[config.mk]
export PLATFORM = sky130hd
export DESIGN_NAME = modn_down_counter
export DESIGN_NICKNAME = d
export VERILOG_FILES = /design/src/rtl/modn_down_counter.sv
export SDC_FILE = /design/constraint.sdc
export NUM_CORES = 1
export LEC_CHECK = 0
export CORE_AREA = 8 8 45 47
export CTS_CLUSTER_SIZE = 25
export DETAILED_ROUTE_END_ITERATION = 6
export DIE_AREA = 0 0 53 55
export GPL_TIMING_DRIVEN = 0
export PLACE_DENSITY = 0.77
export SKIP_CTS_REPAIR_TIMING = 1
export SYNTH_ARGS = -nofsm -noshare
export SYNTH_HDL_FRONTEND = slang
export SYNTH_SLANG_ARGS = --single-unit
[constraint.sdc]
create_clock -name clk -period 1.4 [get_ports clk]
set_input_delay 0.14 -clock clk [delete_from_list [all_inputs] [get_ports clk]]
set_output_delay 0.14 -clock clk [all_outputs]
set_load 0.01 [all_outputs]
[src/rtl/modn_down_counter.sv]
// -----------------------------------------------------------------------------
// modn_down_counter
//
// Loadable modulo-n down counter. It counts from a loaded value (clamped to
// n-1) down to 0. At 0 it either wraps back to n-1 (auto-reload) or stops
// and raises done (one-shot). The combinational tc strobe lets stages be
// cascaded: one stage's tc drives the next stage's en.
//
// Parameters:
//   x         counter width in bits
//   n         modulus, count range 0..n-1, 2 <= n <= 2**x
//
// Ports:
//   clk       in   1  rising-edge clock
//   reset     in   1  asynchronous active-high reset
//   en        in   1  count enable (ignored outside RUN)
//   load      in   1  synchronous load strobe, has priority over en
//   load_val  in   x  value to load (values above n-1 clamp to n-1)
//   one_shot  in   1  mode captured on load: 1 = stop at 0, 0 = auto-reload
//   count     out  x  current count, registered
//   tc        out  1  terminal count: RUN & en & count==0, combinational
//   busy      out  1  state is RUN, registered
//   done      out  1  state is DONE, registered
// -----------------------------------------------------------------------------
module modn_down_counter #(
   parameter int x = 3,
   parameter int n = 6
) (
   input  logic         clk,
   input  logic         reset,
   input  logic         en,
   input  logic         load,
   input  logic [x-1:0] load_val,
   input  logic         one_shot,
   output logic [x-1:0] count,
   output logic         tc,
   output logic         busy,
   output logic         done
);

   localparam logic [x-1:0] cnt_zero = {x{1'b0}};
   localparam logic [x-1:0] cnt_one  = x'(1);
   localparam logic [x-1:0] cnt_max  = x'(n - 1);

   // 2'b11 is unused; it falls into the default branch and recovers to IDLE.
   typedef enum logic [1:0] {
      ST_IDLE = 2'b00,
      ST_RUN  = 2'b01,
      ST_DONE = 2'b10
   } state_t;

   state_t       state_q, state_d;
   logic [x-1:0] count_q, count_d;
   logic         mode_q,  mode_d;
   logic         busy_q,  busy_d;
   logic         done_q,  done_d;

   // Out-of-range load values saturate at the top of the count range.
   function automatic logic [x-1:0] clamp_load(input logic [x-1:0] v);
      if (v > cnt_max) begin
         clamp_load = cnt_max;
      end else begin
         clamp_load = v;
      end
   endfunction

   // Next-state, next-count and next-mode logic; load overrides everything.
   always_comb begin
      state_d = state_q;
      count_d = count_q;
      mode_d  = mode_q;
      if (load) begin
         count_d = clamp_load(load_val);
         mode_d  = one_shot;
         state_d = ST_RUN;
      end else begin
         case (state_q)
            ST_IDLE: begin
               state_d = ST_IDLE;
            end
            ST_RUN: begin
               if (en) begin
                  if (count_q == cnt_zero) begin
                     if (mode_q) begin
                        // One-shot expiry: count parks at 0.
                        state_d = ST_DONE;
                     end else begin
                        count_d = cnt_max;
                     end
                  end else begin
                     count_d = count_q - cnt_one;
                  end
               end else begin
                  count_d = count_q;
               end
            end
            ST_DONE: begin
               state_d = ST_DONE;
            end
            default: begin
               state_d = ST_IDLE;
               count_d = cnt_zero;
               mode_d  = 1'b0;
            end
         endcase
      end
      // Status flags are registered copies of the next state.
      busy_d = (state_d == ST_RUN);
      done_d = (state_d == ST_DONE);
   end

   // State, count, mode and status registers with asynchronous reset.
   always_ff @(posedge clk or posedge reset) begin
      if (reset) begin
         state_q <= ST_IDLE;
         count_q <= cnt_zero;
         mode_q  <= 1'b0;
         busy_q  <= 1'b0;
         done_q  <= 1'b0;
      end else begin
         state_q <= state_d;
         count_q <= count_d;
         mode_q  <= mode_d;
         busy_q  <= busy_d;
         done_q  <= done_d;
      end
   end

   assign count = count_q;
   assign busy  = busy_q;
   assign done  = done_q;
   assign tc    = (state_q == ST_RUN) & en & (count_q == cnt_zero);

endmodule

# Word level (Yosys, flattened, before mapping)
# Cells that the tools add are included.
dict set report op_classes {
  add_sub_neg 1
  reduce_logical 5
  magnitude_cmp 1
  n_eq_ne 8
  muxes 13
  bitwise 2
}
# op count
set op_table {}
lappend op_table {{3-bit two-way mux} 5}
lappend op_table {{2-bit two-way mux} 4}
lappend op_table {{3-bit case mux with 2 select lines} 1}
lappend op_table {{2-bit by 1-bit equality test with 1-bit output (second input constant)} 2}
lappend op_table {{2-bit equality test (second input constant)} 2}
lappend op_table {{2-bit by 1-bit inequality test with 1-bit output (second input constant)} 2}
lappend op_table {{4-bit inequality test (second input constant)} 1}
lappend op_table {{2-bit case mux with 2 select lines} 1}
lappend op_table {{3-bit greater-than comparator (second input constant)} 1}
lappend op_table {{3-bit zero test} 1}
lappend op_table {{3-bit inequality test (second input constant)} 1}
lappend op_table {{3-bit AND reduction} 1}
lappend op_table {{3-bit OR reduction} 1}
lappend op_table {{3-bit by 1-bit subtractor with 3-bit output (second input constant)} 1}
lappend op_table {{1-bit AND} 2}
lappend op_table {{2-bit zero test} 1}
lappend op_table {{1-bit two-way mux} 2}
lappend op_table {{2-bit OR reduction} 1}
dict set report totals {
  in_bits 8
  register_bits 8
  output_inout_bits 6
  word_cells 35
}

# Longest topological paths before layout
# Gate-level depths: netlist of run 1.
dict set report logic_depth {
  word_depth 6
  ltp_mapped 6
  depth_no_buf 6
}

# Worst setup path before layout of run 1
# No wires, ideal clock.
dict set report synth_timing {
  path_kind {flip-flop to flip-flop}
  start {reg state_q[1]}
  end {reg count_q[1], in the netlist count[1]}
  n_path_buf 0
  path_stages_with_launch 7
  t_required_ps 1306
  setup_ps 94
  synth_period_minus_slack_ps 1399
  slack_ps 1
  arrival_time_ps 1306
  path_cell_list {dfrtp_1 > inv_1 > ha_1 > nand2b_1 > a21oi_4 > o21ai_2 > a221oi_2}
}
dict set report synth_between {
  elab_chain_len 4
  elab_cells_between_ends 10
  cone_classes {eq/ne: 5; mux: 2; reduce/logical: 3}
}
# element line
set synth_rtl {}
lappend synth_rtl {{start: declaration} 52} ;# state_t state_q, state_d;
lappend synth_rtl {{start signal: assignment} 121} ;# state_q <= state_d;
lappend synth_rtl {{2-bit equality test / 2-bit zero test (equally long branches)} 77} ;# case (state_q)
lappend synth_rtl {{2-bit OR reduction (no source line)} --}
lappend synth_rtl {{3-bit case mux with 2 select lines / 2-bit by 1-bit inequality test with 1-bit output (equally long branches)} --}
lappend synth_rtl {{3-bit two-way mux / 3-bit AND reduction (equally long branches)} --}
lappend synth_rtl {{end signal: assignment} 116} ;# count_q <= cnt_zero;
lappend synth_rtl {{end signal: assignment} 122} ;# count_q <= count_d;
lappend synth_rtl {{end: declaration} 53} ;# logic [x-1:0] count_q, count_d;
# Parallel ways exist; a longest one is shown, timed or not.
# A chain may end at the register's enable or synchronous reset.

# Final worst setup path of run 1
dict set report layout_timing {
  start {reg count_q[0], in the netlist count[0]}
  end {out count[0]}
}
# element line
set layout_lines {}
lappend layout_lines {{end: declaration} 35} ;# output logic [x-1:0] count,
# No word-level cell between the ends.

==> results of run 1 <==
==> area by class of cell <==
cell class | instances | area [um^2] | share of cell area (%)
Sequential cell | 8 | 201 | 26.9
Inverter | 6 | 22.5 | 3.01
Clock buffer | 3 | 22.5 | 3.01
Timing Repair Buffer | 19 | 179 | 23.9
Multi-Input combinational cell | 38 | 303 | 40.5
Tap cell | 16 | 20.0 | 2.68
==> state kept, by name, summed over array words and instances, names as in the netlist <==
signal and cells:
mode_q 1, busy 1, done 1, state_q 2, count 3
==> per-layer routing <==
layer,global-route usage [%],wire length (um)
met2,13.9,650
met4,2.59,0
met5,0,0
met1,8.95,518
met3,4.28,69
==> synth_stat cells, drive strengths merged <==
cell type and number:
o31ai 1, inv 6, ha 4, and2 1, a22oi 1, and4 1
nand3 1, dfrtp 8, a311oi 1, o21ai 2, nand2b 3, nand2 7
nand4 2, o211ai 1, o22ai 2, nor2 4, a221oi 1, a21oi 5
o22a 1
==> stage by stage <==
step	hold WS (ps)	utilization [%]	setup slack, ps	TNS [ps]
after floorplan	-44.3	-	0.671	0
after global placement	400	46.6	-248	-638
after detailed placement	418	46.6	-266	-762
after CTS	142	48.2	-554	-1020
after global routing	166	54.1	-87.0	-321
final	138	54.1	-17.0	-17.0
==> cell families after synthesis <==
| family | after synthesis | synth area share (%) |
|---|---|---|
| fa+ha+maj | 4 | 10.1 |
| simple gates | 19 | 18.7 |
| flops | 8 | 40.5 |
| compound gates | 15 | 26.1 |
| buf+inv | 6 | 4.56 |
==> report_power, final <==
group / leakage (nW) / switching, mW / internal, mW
clock: 0.0138 / 0.0734 / 0.0978
combinational: 0.224 / 0.311 / 0.340
sequential: 0.0969 / 0.0827 / 0.303
total: 0.335 / 0.467 / 0.741
==> worst register-to-register path, cell delays in order, from the launching register on <==
cell and delay [ps]:
dfrtp_1 410, inv_2 100, ha_4 150, nand2b_1 100, o22ai_2 230, o21ai_2 90, a221oi_2 200
==> worst min path at each step <==
stage	end	depth (start not counted)	from
final	done$_DFF_PP0_	2	reset
after global routing	done$_DFF_PP0_	2	reset
after CTS	mode_q$_DFFE_PP0P_	2	reset
after detailed placement	count[1]$_DFFE_PP0P_	2	reset
after global placement	count[1]$_DFFE_PP0P_	2	reset
after floorplan	busy$_DFF_PP0_	1	reset
==> key figures, run 1 <==
Setup path
  • Worst r2r path cells: 6
  • Critical path depth: 1
  • Worst-path cell chain: clkdlybuf4s50_1
  • Worst setup EP type: output pin
  • Largest delay share family, worst path: buffers and inverters
  • Critical path endpoint: count[0]
  • FF-to-FF Start: state_q[1]$_DFF_PP0_
  • Worst setup SP type: flip-flop
  • Worst path required time: 1260 ps
  • Reg-to-reg critical path endpoint: count[1]$_DFFE_PP0P_
  • Reg-to-reg slack, setup: 20 ps
  • Critical Path Max Stage Delay: 580 ps
  • CP Class: flip-flop to output pin
  • Crit-path slowest cell: clkdlybuf4s50_1
  • WP data arrival: 1280 ps
  • WP buf/inv: 1
  • Critical Path Fanout Max: 5
  • CP startpoint: count[0]$_DFFE_PP0P_

Global route
  • Vias in the first global route: 416
  • Gr usage total: 8.30%
  • Initial antenna violation count: 0
  • Largest net degree at the start of global routing: 9
  • Remaining Overflow, GRT: 0
  • Global-route wire length before repair: 1.78 mm

Yosys
  • Cell area after synthesis: 494 um^2
  • Synth top area share: 40.5%
  • Sequential fraction of the synthesis area: 40.5%
  • Post-Syn Area per Cell: 9.50 um^2
  • Leading area contributor after synthesis: dfrtp_1
  • Syn_nets: 64
  • Synthesized flop and latch total: 8
  • Largest cells by area after synthesis: dfrtp_1, ha_1, nand2_1
  • Netlist cell types: 23
  • Yosys warns: 0
  • Mapped Cells: 52

Die
  • I/O pin cnt: 14
  • DIE WIDTH: 53 um
  • Die Y-Extent: 55 um
  • Die Area: 2920 um^2
  • Core region area: 1380 um^2
  • Rows: 14
  • Initial Utilization: 35.7%

STA
  • Slew HR: 79.3%
  • Tcrit/Tclk final: 101%
  • Crit path time final: 1420 ps
  • Worst Tran Pin Value: 309 ps
  • Fmax: 0.706 GHz
  • Max-slew violations: 0
  • Final setup margin: -17.0 ps
  • Hold Vio Cnt, Final: 0
  • Final setup violation count: 1
  • Worst-case clock skew: 3.53 ps
  • RSZ-0062 raised after global routing: true

CTS
  • Total CTS buffers: 3
  • Clk buf depth: 2
  • CTS tree: built
  • H-tree depth: 1
  • Cell chosen for the clock root: clkbuf_4
  • Clk_lat worst skew: 250 ps
  • CTS clock-pin slew for the worst setup and hold paths: 50 ps
  • CTS sink cnt: 8

Cells and area
  • Nets@finish: 88
  • Layout area overhead: 51.4%
  • Inserted Diodes: 0
  • Most frequent cells in the layout: clkdlybuf4s50_1, nand2_1, dfrtp_1
  • FILL cells: 131
  • Most common cell after layout, fill and taps aside: clkdlybuf4s50_1
  • Final Non-Filler Cells: 90
  • Design area: 748 um^2
  • Layout cells sized above 1: 32.4%

Detailed routing
  • Drt pass-1 iters: 1
  • Detail Route Antenna Nets: 0
  • Residual DRC: 0
  • DRT Wirelength: 1.24 mm
  • Drt initial violations: 0
  • Vias: 459
  • Avg WL per Cell: 13.7 um
  • Vias per std cell: 5.10

Placed design
  • GPL Wtd Cong: 0.786
  • Post-DP Area: 644 um^2
  • Number of port buffers: 13
  • DP HPWL: 866 um
  • Placed cells: 81

Power
  • Pwr/cell area: 1610 nW/um^2
  • Maximum vdd drop: 0.877 mV
  • Total power draw: 1.21 mW
  • P_leak: 0.335 nW

Worst hold path
  • Worst Hold Class: input port to async pin

Flow run
  • Max-cap violations: 0

Run status
  • Run status: finished with violations
  • Failing checks: negative setup slack
(Power assumes the default switching activity.)
==> run 2, diff against run 1 <==
CAP_MARGIN = 20   (was not set)
==> results of run 2 <==
Same layout as run 1: the final DEF is identical, and so are final timing and power.
